[config.mk]
export PLATFORM = sky130hd
export DESIGN_NAME = mac_ctrl_flat
export DESIGN_NICKNAME = d
export VERILOG_FILES = /design/src/rtl/mac_ctrl_if.sv /design/src/rtl/mac_ctrl.sv /design/src/flat_wrapper.sv
export SDC_FILE = /design/constraint.sdc
export NUM_CORES = 1
export LEC_CHECK = 0
export BUFFER_PORTS_ARGS = -buffer_cell sky130_fd_sc_hd__buf_4
export CORE_MARGIN = 2
export CORE_UTILIZATION = 38
export CTS_CLUSTER_DIAMETER = 80
export DETAILED_ROUTE_END_ITERATION = 7
export PLACE_DENSITY = 0.67
export SKIP_CTS_REPAIR_TIMING = 1
export SLEW_MARGIN = 20
export SYNTH_ARGS = -nofsm -noshare
export SYNTH_HDL_FRONTEND = slang
export SYNTH_SLANG_ARGS = --single-unit
[constraint.sdc]
create_clock -name clk -period 2.2 [get_ports clk]
set_input_delay 0.44 -clock clk [delete_from_list [all_inputs] [get_ports clk]]
set_output_delay 0.44 -clock clk [all_outputs]
set_load 0.01 [all_outputs]
[src/rtl/mac_ctrl_if.sv]
`default_nettype none
// +--------------------------------------------------------------------------+
// | mac_ctrl_if : memory, MAC and result bus between mac_ctrl and its peers  |
// | Rev 1.0 - initial release                                                |
// +--------------------------------------------------------------------------+
interface mac_ctrl_if #(
  parameter int N_IN  = 16,
  parameter int N_OUT = 4
);
  localparam int c_IAW = $clog2(N_IN);
  localparam int c_OAW = $clog2(N_OUT);
  localparam int c_WAW = $clog2(N_IN * N_OUT);

  logic        [c_IAW-1:0] in_addr;
  logic signed [7:0]       in_data;
  logic        [c_WAW-1:0] wt_addr;
  logic signed [7:0]       wt_data;
  logic signed [7:0]       mac_a;
  logic signed [7:0]       mac_b;
  logic                    mac_clr_n;
  logic signed [15:0]      mac_acc;
  logic                    mac_of;
  logic                    mac_uf;
  logic signed [7:0]       res;
  logic        [c_OAW-1:0] res_addr;
  logic                    res_we;

  modport master (
    output in_addr, wt_addr, mac_a, mac_b, mac_clr_n, res, res_addr, res_we,
    input  in_data, wt_data, mac_acc, mac_of, mac_uf
  );

  modport slave (
    input  in_addr, wt_addr, mac_a, mac_b, mac_clr_n, res, res_addr, res_we,
    output in_data, wt_data, mac_acc, mac_of, mac_uf
  );
endinterface
`default_nettype wire

[src/rtl/mac_ctrl.sv]
`default_nettype none
// +--------------------------------------------------------------------------+
// | mac_ctrl : sequences N_OUT dot products of N_IN terms through a MAC      |
// | Optional saturation of results: define MAC_CTRL_SAT_EN                   |
// | Rev 1.0 - initial release                                                |
// +--------------------------------------------------------------------------+
module mac_ctrl #(
  parameter int N_IN  = 16,
  parameter int N_OUT = 4,
  parameter int SHIFT = 4
) (
  input  wire        clk,
  input  wire        rst_n,
  input  wire        start,
  output logic       busy,
  output logic       done,
  mac_ctrl_if.master bus
);
  localparam int c_IAW = $clog2(N_IN);
  localparam int c_OAW = $clog2(N_OUT);
  localparam int c_WAW = $clog2(N_IN * N_OUT);
  localparam int c_KW  = $clog2(N_IN + 1);

  typedef enum logic [1:0] {
    S_IDLE  = 2'd0,
    S_CLR   = 2'd1,
    S_ACC   = 2'd2,
    S_WRITE = 2'd3
  } state_t;

  state_t             r_state;
  logic [c_OAW-1:0]   r_n;
  logic [c_KW-1:0]    r_k;
  logic               r_sticky_of;
  logic               r_sticky_uf;
  logic               r_busy;
  logic               r_done;
  logic [7:0]         r_res;
  logic [c_OAW-1:0]   r_res_addr;
  logic               r_res_we;
  logic [c_IAW-1:0]   r_in_addr;
  logic [c_WAW-1:0]   r_wt_addr;
  logic               r_clr_n;

  logic               w_of_seen;
  logic               w_uf_seen;
  logic signed [15:0] w_shifted;
  logic [7:0]         w_res;

  // Whichever flag appears first owns the neuron; overflow wins a same-cycle tie.
  assign w_of_seen = r_sticky_of | (~r_sticky_uf & bus.mac_of);
  assign w_uf_seen = r_sticky_uf | (~r_sticky_of & ~bus.mac_of & bus.mac_uf);

  assign w_shifted = bus.mac_acc >>> SHIFT;

`ifdef MAC_CTRL_SAT_EN
  always_comb begin
    w_res = w_shifted[7:0];
    if (w_of_seen)
      w_res = 8'h7F;
    else if (w_uf_seen)
      w_res = 8'h80;
    else if (w_shifted > 16'sd127)
      w_res = 8'h7F;
    else if (w_shifted < -16'sd128)
      w_res = 8'h80;
  end
`else
  logic w_unused_high;
  assign w_unused_high = ^w_shifted[15:8];
  assign w_res         = w_shifted[7:0];
`endif

  // Addresses advance one step ahead of the data they fetch: the memories
  // return address k-1 while the controller is in ACC step k.
  always_ff @(posedge clk or negedge rst_n) begin
    if (!rst_n) begin
      r_state     <= S_IDLE;
      r_n         <= '0;
      r_k         <= '0;
      r_sticky_of <= 1'b0;
      r_sticky_uf <= 1'b0;
      r_busy      <= 1'b0;
      r_done      <= 1'b0;
      r_res       <= '0;
      r_res_addr  <= '0;
      r_res_we    <= 1'b0;
      r_in_addr   <= '0;
      r_wt_addr   <= '0;
      r_clr_n     <= 1'b0;
    end else begin
      r_res_we <= 1'b0;
      r_done   <= 1'b0;
      case (r_state)
        S_IDLE: begin
          r_busy <= 1'b0;
          r_k    <= '0;
          if (start) begin
            r_state   <= S_CLR;
            r_n       <= '0;
            r_busy    <= 1'b1;
            r_in_addr <= '0;
            r_wt_addr <= '0;
          end
        end
        S_CLR: begin
          r_state     <= S_ACC;
          r_k         <= c_KW'(1);
          r_clr_n     <= 1'b1;
          r_sticky_of <= 1'b0;
          r_sticky_uf <= 1'b0;
          r_in_addr   <= r_in_addr + c_IAW'(1);
          r_wt_addr   <= r_wt_addr + c_WAW'(1);
        end
        S_ACC: begin
          if (r_k >= c_KW'(2)) begin
            r_sticky_of <= w_of_seen;
            r_sticky_uf <= w_uf_seen;
          end
          if (r_k == c_KW'(N_IN)) begin
            // wt_addr is left at base+N_IN, i.e. the next neuron's base.
            r_state <= S_WRITE;
            r_clr_n <= 1'b0;
          end else begin
            r_k       <= r_k + c_KW'(1);
            r_in_addr <= r_in_addr + c_IAW'(1);
            r_wt_addr <= r_wt_addr + c_WAW'(1);
          end
        end
        S_WRITE: begin
          r_sticky_of <= w_of_seen;
          r_sticky_uf <= w_uf_seen;
          r_res       <= w_res;
          r_res_addr  <= r_n;
          r_res_we    <= 1'b1;
          r_k         <= '0;
          if (r_n == c_OAW'(N_OUT - 1)) begin
            r_state <= S_IDLE;
            r_done  <= 1'b1;
          end else begin
            r_state   <= S_CLR;
            r_n       <= r_n + c_OAW'(1);
            r_in_addr <= '0;
          end
        end
        default: r_state <= S_IDLE;
      endcase
    end
  end

  assign busy          = r_busy;
  assign done          = r_done;
  assign bus.in_addr   = r_in_addr;
  assign bus.wt_addr   = r_wt_addr;
  assign bus.mac_clr_n = r_clr_n;
  // Accumulate is enabled only in ACC, so the operands are gated on it.
  assign bus.mac_a     = r_clr_n ? bus.in_data : 8'sd0;
  assign bus.mac_b     = r_clr_n ? bus.wt_data : 8'sd0;
  assign bus.res       = r_res;
  assign bus.res_addr  = r_res_addr;
  assign bus.res_we    = r_res_we;
endmodule
`default_nettype wire

[src/flat_wrapper.sv]
// flat-port wrapper written by rule: the top's interface ports become plain ports
module mac_ctrl_flat 
#(
  parameter int N_IN  = 16,
  parameter int N_OUT = 4,
  parameter int SHIFT = 4
)
  (clk, rst_n, start, busy, done, bus_in_addr, bus_wt_addr, bus_mac_a, bus_mac_b, bus_mac_clr_n, bus_res, bus_res_addr, bus_res_we, bus_in_data, bus_wt_data, bus_mac_acc, bus_mac_of, bus_mac_uf);
  mac_ctrl_if #(.N_IN(N_IN), .N_OUT(N_OUT)) bus_i ();
  input  wire clk;
  input  wire rst_n;
  input  wire start;
  output logic busy;
  output logic done;
  output wire logic [$bits(bus_i.in_addr)-1:0] bus_in_addr;
  output wire logic [$bits(bus_i.wt_addr)-1:0] bus_wt_addr;
  output wire logic [$bits(bus_i.mac_a)-1:0] bus_mac_a;
  output wire logic [$bits(bus_i.mac_b)-1:0] bus_mac_b;
  output wire logic [$bits(bus_i.mac_clr_n)-1:0] bus_mac_clr_n;
  output wire logic [$bits(bus_i.res)-1:0] bus_res;
  output wire logic [$bits(bus_i.res_addr)-1:0] bus_res_addr;
  output wire logic [$bits(bus_i.res_we)-1:0] bus_res_we;
  input wire logic [$bits(bus_i.in_data)-1:0] bus_in_data;
  input wire logic [$bits(bus_i.wt_data)-1:0] bus_wt_data;
  input wire logic [$bits(bus_i.mac_acc)-1:0] bus_mac_acc;
  input wire logic [$bits(bus_i.mac_of)-1:0] bus_mac_of;
  input wire logic [$bits(bus_i.mac_uf)-1:0] bus_mac_uf;
  assign bus_in_addr = bus_i.in_addr;
  assign bus_wt_addr = bus_i.wt_addr;
  assign bus_mac_a = bus_i.mac_a;
  assign bus_mac_b = bus_i.mac_b;
  assign bus_mac_clr_n = bus_i.mac_clr_n;
  assign bus_res = bus_i.res;
  assign bus_res_addr = bus_i.res_addr;
  assign bus_res_we = bus_i.res_we;
  assign bus_i.in_data = bus_in_data;
  assign bus_i.wt_data = bus_wt_data;
  assign bus_i.mac_acc = bus_mac_acc;
  assign bus_i.mac_of = bus_mac_of;
  assign bus_i.mac_uf = bus_mac_uf;
  mac_ctrl #(.N_IN(N_IN), .N_OUT(N_OUT), .SHIFT(SHIFT)) u_core (.clk(clk), .rst_n(rst_n), .start(start), .busy(busy), .done(done), .bus(bus_i));
endmodule
==> flow_metrics.tcl <==
set metrics [dict create \
    end_kind "register" \
    maxSlewHeadroom 0.721 \
    powerDensity_nw_per_um2 489 \
    drt_pass1_iterations 4 \
    critical_path_required_ns 2.43 \
    critical_path.max_fanout 10 \
    tns_ns 0 \
    die_h_um 70.6 \
    ir_drop_mv 0.403 \
    clock-sinks 33 \
    crit_path_start_kind "register" \
    grt_max_degree 34 \
    ant_nets 0 \
    fin_worst_skew_ns 0.00963 \
    cts_tree "built" \
    synth.ff_latch_count 33 \
    muxShareOfSynthArea 0.0735 \
    fmax_mhz 517 \
    seq_area_frac_synth 0.490 \
    syn_avg_cell_area_um2 10.3 \
    fin_nets 283 \
    top_level_ports 77 \
    syn_inst 164 \
    routedWlPerCell_um 12.1 \
    antenna_found_initial 0 \
    synth_top_family_by_area "simple AND/OR/NAND/NOR gates" \
    holdCritPathClass "in2async" \
    area_growth_pct 38.1 \
    cts_made_buffers 5 \
    clock_latency_ns 0.28 \
    drive_gt1_frac 0.374 \
    setup_viol_count_final 0 \
    min_period_over_period 0.879 \
    wl_mm 3.49 \
    cts_root_buffer "clkbuf_8" \
    yosysWarnings 0 \
    placementRows 24 \
    dp_hpwl_mm 2.59 \
    clk_pin_slew_ns 0.07 \
    core_um2 4320 \
    numPortBuffers 66 \
    vias 1418 \
    synth.area.top_cells "dfrtp_1, ha_1, mux2_2" \
    synth.top_cell.area_share 0.490 \
    crit_arrival_ns 2.16 \
    die_w_um 70.6 \
    drc_errors 0 \
    post-place-ws_ns 0.261 \
    grt_setup_unrepaired "no" \
    antenna_cells 0 \
    synth_top_area_cell "dfrtp_1" \
    syn_area_um2 1690 \
    grt_usage 0.150 \
    synth_fa_ha_area_frac 0.0742 \
    first_iter_violations 47 \
    yosys.area_share.xor_xnor 0.0208 \
    drv_cap 0 \
    grt_pass1_vias 1353 \
    gp_congestion 0.785 \
    grt_overflow_total 0 \
    syn_nets 211 \
    fin_crit_ns 1.93 \
    grt_pass1_wl_mm 5.96 \
    leakage_nw 1.13 \
    fin_ws_ns 0.266 \
    start_util 0.390 \
    criticalPathCategory "reg2reg" \
    hold_violations 0 \
    tightestPinTransition_ns 0.419 \
    die_area_um2 4980 \
    vias_per_cell 4.94 \
    synth-compound-area-share 0.0935 \
    clk_path_buf_depth 2 \
    drv_slew 0 \
    rr_worst_depth 6 \
    status "finished, final reports clean" \
    h-tree-depth 2 \
    ys_types 30 \
    synthSimpleGateAreaFrac 0.221 \
]
==> layout by cell type (no fill, tap or decap) <==
cell and n:
buf_4 69, dfrtp_1 33, nand2_1 20, and2_1 17, nand3_1 12, mux2_2 11
ha_1 10, inv_1 8, o21ai_0 8, a21oi_1 7, o21ai_1 5, clkbuf_8 5
nand2b_1 3, or4_1 3, nor2_1 3, o211ai_1 2, xor2_1 2, and3_1 2
nor3_1 2, xnor2_1 2, and4bb_4 1, nor2b_1 1, a211o_4 1, or2_1 1
o31ai_1 1, nand4bb_1 1, nand4b_1 1, o221ai_1 1, a22o_1 1, nand3b_1 1
clkinv_2 1
==> critical path: stages (launching register included) <==
cell and delay [ns]:
dfrtp_1 0.39, inv_1 0.10, ha_1 0.27, nor2b_1 0.19, a211o_4 0.36, or4_1 0.48, nand3_1 0.09
==> layout make-up <==
class | instances | area (um^2)
inverters | 8 | 30.0
clock inverters | 1 | 5.00
fillers | 423 | 2000
well taps | 52 | 65.1
multi-input cells | 119 | 815
clock buffers | 5 | 68.8
flip-flops and latches | 33 | 826
repair buffers | 69 | 518
==> power breakdown <==
part / internal (mW) / switching (mW)
sequential: 0.614 / 0.00362
clock: 0.208 / 0.202
combinational: 0.0685 / 0.0409
==> through the flow <==
stage                      util  std cells  hold WS (ns)  cell area, um^2  power [mW]
after detailed placement  0.521        281         0.410             2250       0.741
after CTS                 0.538        287        0.0964             2330        1.16
final                     0.538        287        0.0824             2330        1.14
after floorplan               -        164         0.144             1690       0.659
after global placement    0.521        281         0.412             2250       0.739
after global routing      0.538        287         0.113             2330        1.19
==> state kept, by name (all words and copies together), names as in the netlist <==
signal and count:
u_core.r_state 2, u_core.r_n 2, u_core.bus.in_addr 4, u_core.bus.mac_clr_n 1, u_core.busy 1, u_core.bus.wt_addr 6
u_core.bus.res_we 1, u_core.r_k 5, u_core.done 1, u_core.bus.res 8, u_core.bus.res_addr 2
==> path summary, 6_finish.rpt <==
kind	end	startpoint	slack [ns]
min reg2reg	u_core.bus.res[5]$_DFFE_PN0P_	u_core.bus.res[5]$_DFFE_PN0P_	0.51
min in group clk	u_core.bus.res[1]$_DFFE_PN0P_	bus_mac_acc[5]	0.39
max reg2reg	u_core.bus.wt_addr[5]$_DFFE_PN0P_	u_core.r_state[0]$_DFFE_PN0P_	0.27
max	u_core.bus.wt_addr[5]$_DFFE_PN0P_	u_core.r_state[0]$_DFFE_PN0P_	0.27
max in group asynchronous	u_core.r_n[0]$_DFFE_PN0P_	rst_n	1.80
min	u_core.bus.wt_addr[0]$_DFFE_PN0P_	rst_n	0.08
==> layer usage <==
| metal | GRT usage | up-vias | wire length (um) |
|---|---|---|---|
| met3 | 0.0570 | 7 | 296 |
| li1 | - | 704 | - |
| met2 | 0.244 | 47 | 1640 |
| met1 | 0.174 | 660 | 1460 |
| met4 | 0.0713 | 0 | 91 |
| met5 | 0 | - | 0 |
==> synth_stat cells (all sizes together) <==
cell type / count
buf: 1
a21oi: 7
nand2: 20
and2: 17
a22o: 1
nand2b: 3
nor2b: 1
xor2: 2
o221ai: 1
nor2: 3
o31ai: 1
ha: 10
nand4bb: 1
and4bb: 1
mux2: 11
nand3: 12
nor3: 2
dfrtp: 33
o211ai: 2
nand4b: 1
a211o: 1
or4: 3
xnor2: 2
o21ai: 13
nand3b: 1
clkbuf: 3
and3: 2
or2: 1
inv: 8
==> cells by family (layout without fill, tap and decap cells) <==
kind of cell,Yosys count,after routing
buf+inv,12,83
mux,11,11
flops,33,33
compound gates,26,26
simple gates,68,68
xor+xnor,4,4
fa+ha+maj,10,10
Power figures use the tool's default switching activity.
